[src/rtl/path_mailbox.sv]
// path_mailbox: memory-mapped mailbox between the path sequencer and a RISC-V core.
// Latches SP/EP during reset, collects the pushed path nodes and flags completion.
module path_mailbox #(
    parameter logic [31:0] MMIO_BASE = 32'h0200_0000,
    parameter int          MAX_PATH  = 32,
    parameter int          NODE_W    = 8
) (
    input  logic                        clk_50M,
    input  logic                        cpu_reset,
    input  logic [NODE_W-1:0]           SP,
    input  logic [NODE_W-1:0]           EP,
    input  logic [31:0]                 mem_addr,
    input  logic [31:0]                 mem_wdata,
    input  logic                        mem_we,
    input  logic                        mem_re,
    output logic [31:0]                 mem_rdata,
    output logic                        cpu_done,
    output logic [$clog2(MAX_PATH):0]   path_len,
    input  logic [$clog2(MAX_PATH)-1:0] path_idx,
    output logic [NODE_W-1:0]           path_node,
    output logic                        path_ovf
);
    localparam int AW = $clog2(MAX_PATH);
    localparam int LW = AW + 1;

    localparam logic [3:0] OFF_SP    = 4'h0;
    localparam logic [3:0] OFF_EP    = 4'h1;
    localparam logic [3:0] OFF_STAT  = 4'h2;
    localparam logic [3:0] OFF_CLEAR = 4'h3;
    localparam logic [3:0] OFF_PUSH  = 4'h4;
    localparam logic [3:0] OFF_DONE  = 4'h5;

    typedef enum logic [1:0] {REQ, RUN, DONE} state_t;

    state_t            state;
    logic [NODE_W-1:0] sp_q;
    logic [NODE_W-1:0] ep_q;
    logic [NODE_W-1:0] nodes [MAX_PATH];

    logic        hit;
    logic [3:0]  off;
    logic        full;
    logic        bus_wr;
    logic        push_ok;
    logic [7:0]  len8;
    logic [31:0] status;
    logic [31:0] rd_val;
    logic        unused;

    assign hit     = mem_addr[31:6] == MMIO_BASE[31:6];
    assign off     = mem_addr[5:2];
    assign full    = path_len == LW'(MAX_PATH);
    assign bus_wr  = mem_we && hit && state == RUN;
    assign push_ok = bus_wr && off == OFF_PUSH && !full;
    assign len8    = 8'(path_len);
    assign status  = {16'd0, len8, 5'd0, path_ovf, cpu_done, state == RUN};
    assign unused  = ^{mem_addr[1:0], mem_wdata};

    always_comb begin
        rd_val = '0;
        if (hit) begin
            case (off)
                OFF_SP:   rd_val = 32'(sp_q);
                OFF_EP:   rd_val = 32'(ep_q);
                OFF_STAT: rd_val = status;
                default:  rd_val = '0;
            endcase
        end
    end

    always_ff @(posedge clk_50M) begin
        if (cpu_reset) begin
            state     <= REQ;
            sp_q      <= SP;
            ep_q      <= EP;
            path_len  <= '0;
            path_ovf  <= 1'b0;
            cpu_done  <= 1'b0;
            mem_rdata <= '0;
        end else begin
            // Read samples pre-write state, so a same-cycle write is not visible.
            if (mem_re)
                mem_rdata <= (state == REQ) ? '0 : rd_val;
            unique case (state)
                REQ: state <= RUN;
                RUN: begin
                    if (mem_we && hit) begin
                        case (off)
                            OFF_CLEAR: if (mem_wdata[0]) begin
                                path_len <= '0;
                                path_ovf <= 1'b0;
                            end
                            OFF_PUSH: begin
                                if (full) path_ovf <= 1'b1;
                                else      path_len <= path_len + LW'(1);
                            end
                            OFF_DONE: if (mem_wdata[0]) begin
                                state    <= DONE;
                                cpu_done <= 1'b1;
                            end
                            default: ;
                        endcase
                    end
                end
                DONE: ;
                default: state <= REQ;
            endcase
        end
    end

    always_ff @(posedge clk_50M) begin
        if (!cpu_reset && push_ok)
            nodes[path_len[AW-1:0]] <= mem_wdata[NODE_W-1:0];
    end

    assign path_node = (path_len == '0) ? '0 : nodes[path_idx];

endmodule

[config.mk]
export PLATFORM = sky130hd
export DESIGN_NAME = path_mailbox
export DESIGN_NICKNAME = d
export VERILOG_FILES = /design/src/rtl/path_mailbox.sv
export SDC_FILE = /design/constraint.sdc
export NUM_CORES = 1
export LEC_CHECK = 0
export CAP_MARGIN = 20
export CORE_MARGIN = 2
export CORE_UTILIZATION = 55
export CTS_CLUSTER_DIAMETER = 30
export DETAILED_ROUTE_END_ITERATION = 10
export PLACE_DENSITY = 0.84
export SYNTH_ARGS = -nofsm -noshare
export SYNTH_HDL_FRONTEND = slang
export SYNTH_SLANG_ARGS = --single-unit
[constraint.sdc]
create_clock -name clk_50M -period 6.1 [get_ports clk_50M]
set_input_delay 0.61 -clock clk_50M [delete_from_list [all_inputs] [get_ports clk_50M]]
set_output_delay 0.61 -clock clk_50M [all_outputs]
set_load 0.005 [all_outputs]
# ---- Word level (Yosys, flattened, before mapping)
# Memories as Yosys holds them, arrays and structs flattened.
# Index checks and enable logic that the tools add are counted.
# Widths: inputs -> output; s select.
dict set report word_totals {
  regBits 58
  latchBits 0
  ramBits 256
  mem_bits_ro 0
  input_bits 89
  output_inout_bits 48
  word_cells 56
  mem_count 1
}
# memory depth width read_ports rd_clocked_by_memory_dff wr line
set mem_list {}
lappend mem_list {nodes 32 8 1 0 1 38} ;# logic [NODE_W-1:0] nodes [MAX_PATH];
dict set report classes {
  add_sub_neg 1
  n_mul 0
  n_div 0
  magnitude_cmp 0
  eq_ne 15
  shifts 0
  n_mux 16
  bitwise_logic 1
  reduce_logical 15
}
# op count
set op_table {}
lappend op_table {{$pmux 14 s3} 1}
lappend op_table {{$mux 32} 1}
lappend op_table {{$eq 26x20->1 const B} 1}
lappend op_table {{$mux 14} 1}
lappend op_table {{$mux 6} 2}
lappend op_table {{$pmux 6 s2} 1}
lappend op_table {{$reduce_and 5->1} 2}
lappend op_table {{$eq 4x2->1 const B} 2}
lappend op_table {{$eq 4x3->1 const B} 2}
lappend op_table {{$mux 8} 1}
lappend op_table {{$ne 2x2->1 const B} 4}
lappend op_table {{$reduce_and 4->1} 2}
lappend op_table {{$add 6x1->6 const B} 1}
lappend op_table {{$eq 6x6->1 const B} 1}
lappend op_table {{$logic_not 6->1} 1}
lappend op_table {{$mux 2} 3}
lappend op_table {{$pmux 2 s3} 1}
lappend op_table {{$logic_and 1x1->1} 5}
lappend op_table {{$eq 4x1->1 const B} 1}
lappend op_table {{$logic_not 4->1} 1}
lappend op_table {{$mux 1} 4}
lappend op_table {{$ne 2x1->1 const B} 2}
lappend op_table {{$eq 2x1->1 const B} 1}
lappend op_table {{$eq 2x2->1 const B} 1}
lappend op_table {{5 further kinds} 6}

# ---- Longest topological paths before layout
dict set report logic_depth {
  depth_word 8
  mapped_depth 8
  ltp_nobuf 7
}

# ---- Least setup slack after synthesis
# No wires, ideal clock.
dict set report synth_timing {
  path_kind {input -> output}
  from {input path_idx[1]}
  to {output path_node[0]}
  arrival_time_ps 2223
  t_required_ps 5490
  setup_slack_ps 3267
  stages 7
  path_buffers 3
  cell_sequence {buf_2 -> buf_2 -> buf_2 -> mux4_2 -> mux2_2 -> o211ai_1 -> o31ai_1}
}
dict set report synth_between {
  elab_chain_cells 2
}
# item line
set synth_lines {}
lappend synth_lines {{start: declaration} 19} ;# input logic [$clog2(MAX_PATH)-1:0] path_idx,
lappend synth_lines {{$mem_v2 32x8} -}
lappend synth_lines {{$mux 8} 116} ;# assign path_node = (path_len == '0) ? '0 : nodes[path_idx];
lappend synth_lines {{end: declaration} 20} ;# output logic [NODE_W-1:0] path_node,
# Every way passes these cells.

# ---- Worst setup path after layout
dict set report layout_timing {
  from {register path_len[2]}
  to {output path_node[4]}
}
dict set report layout_between {
  elab_chain_cells 2
}
# item line
set layout_lines {}
lappend layout_lines {{start: declaration} 18} ;# output logic [$clog2(MAX_PATH):0] path_len,
lappend layout_lines {{start signal: assignment} 95} ;# else path_len <= path_len + LW'(1);
lappend layout_lines {{$logic_not 6->1} 116}
lappend layout_lines {{$mux 8} 116}
# Every way passes these cells.

==> run metrics <==
highest cell delay on the worst timing path=590 ps; Remaining Overflow, GRT=0; worst min-delay path endpoint=mem_rdata[13]; latest clock arrival within the worst-skew pair=550 ps; Post-synth top flop=sky130_fd_sc_hd__edfxtp_1; class of the tightest hold or removal check=reg -> reg; instance count of the mapped netlist=665; hold path start=mem_rdata[13]; number of warnings reported in the yosys synthesis log=0; highest ir drop seen on vdd=0.228 mV; vias in the first global route=6984; number of instances on the worst hold path=2; Die Height=151 um; leakage=4.91 nW; mean area per synthesized cell=18.0 sq um; clock edge transition at the registers on the reported setup and hold paths=60 ps; crit path max-delay cell type=sky130_fd_sc_hd__or3_1; post-placement worst setup slack=1920 ps; max-cap viol count=0; global-route track usage on met1=0.315; post-synthesis async set-or-reset flop share=0; final hold vios=0; effective utilization at floorplan=0.565; pin count of the biggest net entering global routing=63; Post-synth top cells=sky130_fd_sc_hd__edfxtp_1 (272), sky130_fd_sc_hd__mux4_2 (64), sky130_fd_sc_hd__nor2_1 (55), sky130_fd_sc_hd__dfxtp_1 (24), sky130_fd_sc_hd__nand2_1 (23); fin crit period=4030 ps; number of vias after detailed routing=6751; Critical Path RT=5490 ps; Final Skew=17.5 ps; worst setup margin=2070 ps; type of destination of the critical path=output port; antenna violations before repair=1; count of buffers added by post-CTS timing repair for setup=0; # nets final=881; DRC marker count from the first detailed-route iteration=786; number of H-tree levels=2; unrepaired setup endpoints after global routing=false; first-pass GRT wire length=40.6 mm; Post-Synthesis Cell Area=12000 sq um; Worst-Margin Slew=916 ps; total number of clock tree sinks=296; leading cell types by total area after synthesis=sky130_fd_sc_hd__edfxtp_1 (68%), sky130_fd_sc_hd__mux4_2 (12%), sky130_fd_sc_hd__dfxtp_1 (4.0%); leading area contributor after synthesis=sky130_fd_sc_hd__edfxtp_1; PwrDens=349 nW/um^2; final slew viol count=0; Worst R2R Path Depth=7; number of buffers created by CTS=47; dominant delay contributor by cell family on the critical path=simple AND/OR/NAND/NOR gates; startpoint of the lowest-slack register-to-register path=path_len[0]; die outline area=22900 sq um; Yosys cell types=45; Ports=137; routability congestion estimate from global placement=0.794; result of the run=completed; area of the core=21200 sq um; Global Route met2 Usage=0.401; critical path startpoint category=flip-flop; number of inserted filler cells in the final layout=1213; final period utilization=0.661; wire length reported by the detailed router=27.1 mm; GR Util met3=0.0557; worst slack on hold paths=481 ps; hold buffer count at cts=0; peak clock frequency supported by timing=248 MHz; sum of internal, switching and leakage power=5.21 mW; Yosys reg bits=296; number of buffer and inverter stages on the critical path=1; residual DRC count=0; DP HPWL=15.1 mm; destination of the worst register-to-register timing path=nodes[20][2]; number of nets with antenna violations after detailed routing=0; area growth from synthesis to layout=25.2%; # port buffers=92; worst reg2reg setup slack=2860 ps; layout cells sized above 1=0.225; buffer depth of the longest clock path=3; worst slew margin relative to its limit=0.387; CTS root buffer=sky130_fd_sc_hd__clkbuf_16; all-layer global routing usage=0.242; number of enable-type register cells in the synthesized netlist=272; Setup TNS=0 ps; CP Class=reg -> out; most used routing layer in global routing=met2; standard-cell rows=53; Inserted Diodes=0; Setup-failing EPs final=0; number of detailed-route iterations in the first pass=5; post-synthesis sequential area ratio=0.724; mean number of vias per cell=6.13; post-cts gate resize count=0; proportion of netlist area held by the largest area contributor=0.683; most instantiated library cell after synthesis=sky130_fd_sc_hd__edfxtp_1; TritonCTS clock tree=done; data arrival time of the critical path=3420 ps; cells along the critical path=or3_1 > nor3b_1 > nor2_1 > o211ai_1 > o31ai_1 > clkdlybuf4s50_1; worst-path fanout max=13; die span in x=151 um; DR WL/cell=24.6 um
worst max-delay path by stage:
stage / start / end / slack [ps] / cells past startpoint
final: path_len[2] / path_node[4] / 2070 / 6
after global routing: path_len[2] / path_node[4] / 1910 / 6
after CTS: path_idx[0] / path_node[4] / 2060 / 6
after detailed placement: mem_addr[2] / nodes[19][7] / 1920 / 6
after global placement: mem_addr[2] / nodes[16][2] / 1980 / 6
after floorplan: path_idx[1] / path_node[0] / 3270 / 7
routing by layer:
layer | wire, um | share of wire | vias up
li1 | - | - | 2880
met1 | 10300 | 0.38 | 3419
met2 | 13800 | 0.51 | 389
met3 | 2280 | 0.084 | 63
met4 | 804 | 0.030 | 0
met5 | 0 | 0 | -
cell type report:
type	count	area (sq um)	area share
clock buffer	54	1260	0.0846
clock inverter	33	410	0.0274
inverter	4	15.0	0.00100
multi-input combinational	331	3070	0.205
sequential	296	8650	0.578
tap	275	344	0.0230
timing repair buffer	108	1200	0.0805
sequential cells by signal, indices dropped and copies added (netlist names):
| signal | cells |
|---|---|
| mem_rdata | 14 |
| state | 2 |
| cpu_done | 1 |
| sp_q | 8 |
| nodes | 256 |
| path_ovf | 1 |
| path_len | 6 |
| ep_q | 8 |
logic make-up (layout without fill, tap and decap cells):
logic type / count (synthesis) / after routing / share of synthesized area
multiplexers: 92 / 92 / 0.145
AND/OR/NAND/NOR: 149 / 149 / 0.0670
adder cells (fa/ha/maj): 4 / 4 / 0.00419
buffers and inverters: 55 / 199 / 0.0246
flip-flops: 296 / 296 / 0.724
other: 1 / 18 / 0.000314
AO/OA/AOI/OAI: 68 / 68 / 0.0353
worst min-delay path, cell delays in order, from the launching register on:
cell	delay, ps
sky130_fd_sc_hd__dfxtp_1	310
sky130_fd_sc_hd__nand2b_1	60
sky130_fd_sc_hd__a21oi_1	60
cell usage in the layout, fill, tap and decap left out, types with 3 or more instances in the layout:
master / instances
sky130_fd_sc_hd__a211oi_1: 7
sky130_fd_sc_hd__a21oi_1: 20
sky130_fd_sc_hd__buf_16: 5
sky130_fd_sc_hd__buf_4: 8
sky130_fd_sc_hd__bufinv_16: 6
sky130_fd_sc_hd__clkbuf_1: 3
sky130_fd_sc_hd__clkbuf_16: 53
sky130_fd_sc_hd__clkdlybuf4s50_1: 90
sky130_fd_sc_hd__clkinv_1: 3
sky130_fd_sc_hd__clkinv_2: 7
sky130_fd_sc_hd__clkinvlp_4: 3
sky130_fd_sc_hd__conb_1: 18
sky130_fd_sc_hd__dfxtp_1: 24
sky130_fd_sc_hd__edfxtp_1: 272
sky130_fd_sc_hd__ha_1: 4
sky130_fd_sc_hd__inv_1: 4
sky130_fd_sc_hd__inv_6: 9
sky130_fd_sc_hd__mux2_2: 10
sky130_fd_sc_hd__mux2i_1: 18
sky130_fd_sc_hd__mux4_2: 64
sky130_fd_sc_hd__nand2_1: 23
sky130_fd_sc_hd__nand2b_1: 12
sky130_fd_sc_hd__nand3_1: 9
sky130_fd_sc_hd__nand3b_1: 3
sky130_fd_sc_hd__nor2_1: 55
sky130_fd_sc_hd__nor2b_1: 18
sky130_fd_sc_hd__nor3b_1: 4
sky130_fd_sc_hd__nor4_1: 3
sky130_fd_sc_hd__nor4_2: 5
sky130_fd_sc_hd__o211ai_1: 9
sky130_fd_sc_hd__o21ai_0: 13
sky130_fd_sc_hd__o22ai_1: 6
sky130_fd_sc_hd__o31ai_1: 8
power by group:
group	switching [mW]	total, mW	internal [mW]	leakage, nW
logic	0.110	0.217	0.107	1.44
registers	0.00251	2.23	2.22	2.65
clock network	0.999	2.77	1.77	0.815
through the flow:
stage / cells / util / instance area (sq um)
after global placement: 1004 / 0.616 / 13000
after global routing: 1101 / 0.707 / 15000
after detailed placement: 1005 / 0.617 / 13000
final: 1101 / 0.707 / 15000
after CTS: 1092 / 0.696 / 14700
after floorplan: 682 / - / 12000
Note: power is estimated with default switching activity, not from simulation.
